[src/rtl/phase_down_timer.sv]
// Multi-phase countdown timer with a programmable per-phase duration table.
// Optional macro PHASE_TIMER_ONESHOT_EN adds a oneshot input that stops in IDLE after the last phase.
module phase_down_timer #(
    parameter int WIDTH       = 5,
    parameter int PHASES      = 4,
    parameter int PH_BITS     = 2,
    parameter int CNT_BITS    = 2,
    parameter int DEFAULT_DUR = 26
) (
    input  logic                clk,
    input  logic                reset,
    input  logic                clear,
    input  logic                start,
    input  logic                hold,
    input  logic                cfg_we,
    input  logic [PH_BITS-1:0]  cfg_idx,
    input  logic [WIDTH-1:0]    cfg_data,
`ifdef PHASE_TIMER_ONESHOT_EN
    input  logic                oneshot,
`endif
    output logic [WIDTH-1:0]    count_out,
    output logic [PH_BITS-1:0]  phase_out,
    output logic                phase_done,
    output logic                cycle_done,
    output logic [CNT_BITS-1:0] cycle_count,
    output logic                busy,
    output logic                held
);

    typedef enum logic [1:0] {S_IDLE, S_RUN, S_HOLD} state_t;

    state_t              state_q, state_d;
    logic [WIDTH-1:0]    count_q, count_d;
    logic [PH_BITS-1:0]  phase_q, phase_d;
    logic                phase_done_q, phase_done_d;
    logic                cycle_done_q, cycle_done_d;
    logic [CNT_BITS-1:0] cyc_q, cyc_d;
    logic [WIDTH-1:0]    dur_q [PHASES];
    logic [WIDTH-1:0]    dur_d [PHASES];

    logic                last_phase;
    logic [PH_BITS-1:0]  phase_nxt;

    // A zero duration still occupies one cycle.
    function automatic logic [WIDTH-1:0] eff(input logic [WIDTH-1:0] d);
        return (d == '0) ? WIDTH'(1) : d;
    endfunction

    assign last_phase = (phase_q == PH_BITS'(PHASES - 1));
    assign phase_nxt  = last_phase ? '0 : phase_q + PH_BITS'(1);

    always_comb begin
        state_d      = state_q;
        count_d      = count_q;
        phase_d      = phase_q;
        cyc_d        = cyc_q;
        phase_done_d = 1'b0;
        cycle_done_d = 1'b0;
        dur_d        = dur_q;

        // Loads below read dur_q, so a same-edge write only affects later loads.
        if (cfg_we && (32'(cfg_idx) < PHASES))
            dur_d[cfg_idx] = cfg_data;

        if (clear) begin
            state_d = S_IDLE;
            count_d = '0;
            phase_d = '0;
            cyc_d   = '0;
        end else begin
            case (state_q)
                S_IDLE: begin
                    if (start) begin
                        state_d = S_RUN;
                        count_d = eff(dur_q[0]);
                        phase_d = '0;
                    end
                end
                S_RUN: begin
                    if (hold) begin
                        state_d = S_HOLD;
                    end else if (count_q > WIDTH'(1)) begin
                        count_d = count_q - WIDTH'(1);
                    end else begin
                        phase_done_d = 1'b1;
                        phase_d      = phase_nxt;
                        count_d      = eff(dur_q[phase_nxt]);
                        if (last_phase) begin
                            cycle_done_d = 1'b1;
                            cyc_d        = cyc_q + CNT_BITS'(1);
`ifdef PHASE_TIMER_ONESHOT_EN
                            if (oneshot) begin
                                state_d = S_IDLE;
                                count_d = '0;
                            end
`endif
                        end
                    end
                end
                S_HOLD: begin
                    if (!hold)
                        state_d = S_RUN;
                end
                default: state_d = S_IDLE;
            endcase
        end
    end

    always_ff @(posedge clk) begin
        if (reset) begin
            state_q      <= S_IDLE;
            count_q      <= '0;
            phase_q      <= '0;
            cyc_q        <= '0;
            phase_done_q <= 1'b0;
            cycle_done_q <= 1'b0;
            for (int i = 0; i < PHASES; i++)
                dur_q[i] <= WIDTH'(DEFAULT_DUR);
        end else begin
            state_q      <= state_d;
            count_q      <= count_d;
            phase_q      <= phase_d;
            cyc_q        <= cyc_d;
            phase_done_q <= phase_done_d;
            cycle_done_q <= cycle_done_d;
            dur_q        <= dur_d;
        end
    end

    assign count_out   = count_q;
    assign phase_out   = phase_q;
    assign phase_done  = phase_done_q;
    assign cycle_done  = cycle_done_q;
    assign cycle_count = cyc_q;
    assign busy        = (state_q != S_IDLE);
    assign held        = (state_q == S_HOLD);

endmodule

[config.mk]
export PLATFORM = sky130hd
export DESIGN_NAME = phase_down_timer
export DESIGN_NICKNAME = d
export VERILOG_FILES = /design/src/rtl/phase_down_timer.sv
export SDC_FILE = /design/constraint.sdc
export NUM_CORES = 1
export LEC_CHECK = 0
export CAP_MARGIN = 20
export CORE_MARGIN = 2
export CORE_UTILIZATION = 52
export DETAILED_ROUTE_END_ITERATION = 10
export PLACE_DENSITY = 0.78
export SETUP_SLACK_MARGIN = 0.3
export SLEW_MARGIN = 20
export SYNTH_ARGS = -nofsm -noshare
export SYNTH_HDL_FRONTEND = slang
export SYNTH_SLANG_ARGS = --single-unit
[constraint.sdc]
create_clock -name clk -period 2.73 [get_ports clk]
set_input_delay 0.6825 -clock clk [delete_from_list [all_inputs] [get_ports clk]]
set_output_delay 0.6825 -clock clk [all_outputs]
set_load 0.005 [all_outputs]
---- Word level (Yosys, flattened, before mapping) ----
Cells that the tools add are included.
word-level totals
  output and inout bits ................... 13
  flip-flop bits (word level) ............. 33
  bits of input ports ..................... 13
  word-level logic and storage cells ...... 66
cells by class
  bitwise operators ....................... 5
  mux-type cells .......................... 23
  equal/unequal tests ..................... 8
  magnitude comparators ................... 4
  $add $sub $neg .......................... 3
  reductions and logical operators ........ 13
operators with widths
  operator                                              number
  two-way mux 5 bit                                     8
  bitwise mux 20 bit                                    1
  two-way mux 2 bit                                     7
  binary-select mux 5 bit (select 2 bit)                1
  demux 5 bit (select 2 bit)                            1
  zero test 5 bit                                       2
  inequality test 2 bit (second input constant)         5
  case mux 5 bit (2 select lines)                       1
  AND reduction 4 bit                                   2
  >= comparator 3 bit (second input constant)           2
  inverter 2 -> 3 bit                                   2
  case mux 2 bit (3 select lines)                       1
  AND reduction 3 bit                                   2
  > comparator 5 x 1 -> 1 bit (second input constant)   1
  OR reduction 5 bit                                    1
  subtractor 5 x 1 -> 5 bit (second input constant)     1
  adder 2 x 1 -> 2 bit (second input constant)          2
  equality test 2 bit (second input constant)           2
  case mux 2 bit (2 select lines)                       1
  nonzero test 2 bit                                    2
  OR reduction 4 bit                                    1
  < comparator 3 x 1 -> 1 bit (second input constant)   1
  inverter 1 bit                                        3
  equality test 2 x 1 -> 1 bit (second input constant)  1
  4 further kinds                                       5

---- Logic depth before layout (Yosys ltp) ----
  depth after elaboration ................. 11
  mapped depth ............................ 6
  mapped depth without buffers ............ 6

---- Worst setup path before layout ----
No wires, ideal clock.
  kind .................................... reg2reg
  start point ............................. register phase_q[0], in the netlist phase_out[0]
  end point ............................... register count_q[0], in the netlist count_out[0]
  slack ................................... 0.729 ns
  cell stages (with the launch flop) ...... 6
  period minus slack after synthesis ...... 2.001 ns
  buffers on the path ..................... 0
  required time ........................... 2.651 ns
  setup time .............................. 0.079 ns
  arrival time ............................ 1.922 ns
  path through ............................ dfxtp_1 ha_1 nor2_1 mux4_2 or4b_1 a211oi_2
between the ends
  word-level cells in the longest chain between the ends .. 11
  elaborated cells between the ends (all ways) .. 12
  classes of those cells .................. add/sub: 1; eq/ne: 1; mux: 8; bitwise: 1; reduce/logical: 1
RTL lines
  what                                                       line  text
  start, declared                                            34    logic [PH_BITS-1:0] phase_q, phase_d;
  start signal, assigned                                     122   phase_q <= phase_d;
  equality test 2 bit (*)                                    49    assign last_phase = (phase_q == PH_BITS'(PHASES - 1));
  named net last_phase                                       41    logic last_phase;
  two-way mux 2 bit (*)                                      50    assign phase_nxt = last_phase ? '0 : phase_q + PH_BITS'(1);
  inverter 2 -> 3 bit (implied by the code) (*)              87    count_d = eff(dur_q[phase_nxt]);
  binary-select mux 5 bit (select 2 bit) (*)                 87
  two-way mux 5 bit (implied by the code) (*) (2 in series)  87
  zero test 5 bit                                            46    return (d == '0) ? WIDTH'(1) : d;
  two-way mux 5 bit (*)                                      46
  two-way mux 5 bit (*)                                      82    end else if (count_q > WIDTH'(1)) begin
  two-way mux 5 bit (*)                                      80    if (hold) begin
  case mux 5 bit (2 select lines) (*)                        71    case (state_q)
  end signal, assigned                                       121   count_q <= count_d;
  end, declared                                              33    logic [WIDTH-1:0] count_q, count_d;
Mark *: on every way through the listed nets, which the timed path passes. The rest lies on a longest branch. The select of a mux whose other input is x is not followed.
A chain may end at the register's enable or synchronous reset.

---- Worst setup path in the final report ----
  start point ............................. register state_q[1]
  end point ............................... output port held
between the ends
  word-level cells in the longest chain between the ends .. 1
RTL lines
  what                    line  text
  start, declared         32    state_t state_q, state_d;
  start signal, assigned  120   state_q <= state_d;
  equality test 2 bit     136   assign held = (state_q == S_HOLD);
  end, declared           27    output logic held
No other way between the ends.

==> flow_summary.ini <==
[floorplan]
die_h_um = 59.3
initial_core_util_pct = 53.5
core.rowCount = 20
die_width_um = 59.3
die_area_mm2 = 0.00352
core_mm2 = 0.00298
ioPinCount = 26

[routing]
routed-wl-met2_um = 1820
drc = 0
dr.pass1.iters = 4
drt_iter0_drc = 92
drt_wl_total_um = 3590
met3_length_um = 204
avgRoutedWirePerCell_um = 15.5
routed-via-count = 1424
m1WireLength_um = 1480
final_antenna_net_count = 0
highest_layer = met4
viasPerCell = 6.14

[timing]
fin_crit_ns = 2.19
setup_viol = 0
fmax_mhz = 456
tightestPinTransition_ns = 0.650
slew_headroom_pct = 56.4
drv_slew = 0
fin_crit_sh_pct = 80.3
fin_skew_ns = 0.00890
finalSetupTns_ns = 0
rsz0062_at_grt = no
finalHoldViolCount = 0
hold_slack_ns = 0.470

[worst_setup_path]
critPathKind = reg -> out
worst_setup_path_start_kind = flip-flop
cp_slowest_cell = clkdlybuf4s50_1
worst_ep_arrival_time_ns = 1.51
cp_max_fo = 6
critPathRequiredTime_ns = 2.05
cp-end-kind = output pin
path_cells = nor2b_1, clkdlybuf4s50_1
slowest_delay_ns = 0.54

[cts]
clock-sinks = 33
htreeDepth = 2
clockBufferDepth = 2
clk_pin_slew_ns = 0.10
cts_buffers = 5
clk_latency_ns = 0.33
cts_tree = built
ctsRootBufferMaster = clkbuf_4

[status]
outcome = finished, final reports clean

[synth]
synth_top_area_share_pct = 41.5
synth_most_common_cell = dfxtp_1
syn_area_per_cell_um2 = 9.21
synth-seq-area-share_pct = 41.5
syn_nets = 189
syn_inst = 173
ys_ff_latch = 33
synth_edf_count = 0
syn-cell-area_mm2 = 0.00159
synthFlopType = dfxtp_1
synthDistinctLibCells = 41
synth_area_leaders = dfxtp_1 41%, mux2i_1 8.2%, a211o_1 6.6%
postSynth.asyncResetShare_pct = 0
yosys_warnings = 0
synthTopCellsByCount = 33 x dfxtp_1, 27 x nor2_1, 13 x mux2i_1
yosysTopAreaCell = dfxtp_1

[placement]
numPortBuffers = 25
dp_cells = 226
gp_congestion = 0.876
hpwlAfterDp_um = 2710

[power]
p_leak_nw = 0.767
pwr-share-clk_pct = 27.1
p_int_uw = 654
ir_worst_vdd_mv = 0.285
power.switching_uw = 239
cellPowerDensity_mw_per_mm2 = 467
p_sw_share_pct = 26.8
combPwrFrac_pct = 15.2
power.total_uw = 894
power_frac_seq_pct = 57.7

[cells_and_area]
n_antenna_cell = 0
final_nets = 216
instances_no_fill = 232
area_delta_synth_final_pct = 20.0
drive_above_1_share_pct = 8.54

[flow_run]
drv_cap = 0

[grt]
grt_pass1_wl_um = 6020
grt_usage_pct = 23.0
antenna_found_initial = 0
grt_pass1_vias = 1315
grt_start_max_net_pins = 21
overflow = 0

[worst_hold_path]
hold_class = reg -> reg
registers in the layout, summed over array words and instances, names as in the netlist:
name,count
cycle_done,1
phase_done,1
dur_q,20
cycle_count,2
count_out,5
phase_out,2
state_q,2
stage by stage:
stage | cell area [um2] | setup slack (ns) | utilization, %
final | 1910 | 0.537 | 64.2
after global routing | 1910 | 0.406 | 64.2
after CTS | 1910 | 0.395 | 64.1
after detailed placement | 1870 | 0.336 | 62.6
after global placement | 1870 | 0.474 | 62.6
after floorplan | 1590 | 0.729 | -
placed cells by master (no fill, tap or decap), drive strengths merged, types with 3 or more instances in the layout:
cell type,count
clkdlybuf4s50,25
o21ai,9
xnor2,3
clkbuf,5
nand3,4
ha,3
a211o,12
dfxtp,33
nor2,27
nor3,3
a211oi,3
buf,3
inv,6
a21oi,9
nand2b,4
nor2b,6
mux2i,13
layer usage:
metal,up-vias,track usage (%)
met5,-,0
met2,55,36.1
met1,674,28.1
met3,14,7.21
met4,0,11.7
li1,681,-
path summary, 6_finish.rpt:
| path | start | depth (start not counted) | slack [ns] | end |
|---|---|---|---|---|
| worst max-delay path | state_q[1]$_SDFFE_PP0P_ | 2 | 0.54 | held |
| worst min-delay path | dur_q[14]$_SDFFE_PP1P_ | 1 | 0.47 | dur_q[14]$_SDFFE_PP1P_ |
| worst max register to register | phase_out[0]$_SDFFE_PP0P_ | 5 | 0.55 | count_out[0]$_SDFFE_PP0P_ |
| worst min register to register | dur_q[14]$_SDFFE_PP1P_ | 1 | 0.47 | dur_q[14]$_SDFFE_PP1P_ |
final cells by class:
class	instances	area [um2]
fill	256	1070
multi-input combinational	126	872
sequential	33	661
clock buffer	5	37.5
timing repair buffer	28	273
inverter	6	22.5
tap	33	41.3
clock inverter	1	5.00
cells by family after synthesis:
logic type               Yosys count  share of synthesized area [%]
AO/OA/AOI/OAI                     48                           21.6
AND/OR/NAND/NOR                   56                           17.7
buffers and inverters             14                           4.01
flip-flops                        33                           41.5
XOR/XNOR                           3                           1.65
adder cells (fa/ha/maj)            3                           2.36
multiplexers                      16                           11.2
critical path, delay by kind of cell (launching register included):
kind	cells	cell delay (ns)
AND/OR/NAND/NOR	1	0.24
flip-flops	1	0.41
buffers and inverters	1	0.54
power groups by stage:
stage	sequential, mW	combinational (mW)	clock (mW)
4_1_cts	0.515	0.134	0.253
3_3_place_gp	0.526	0.129	0
2_1_floorplan	0.521	0.0849	0
6_report	0.516	0.136	0.242
3_5_place_dp	0.526	0.133	0
5_1_grt	0.518	0.150	0.275
timing repair:
item,4_1_cts,5_1_grt
setup endpoints to repair,0,1
resized for setup,0,2
hold buffers,0,0
setup buffers,0,0
Note: power is estimated with default switching activity, not from simulation.
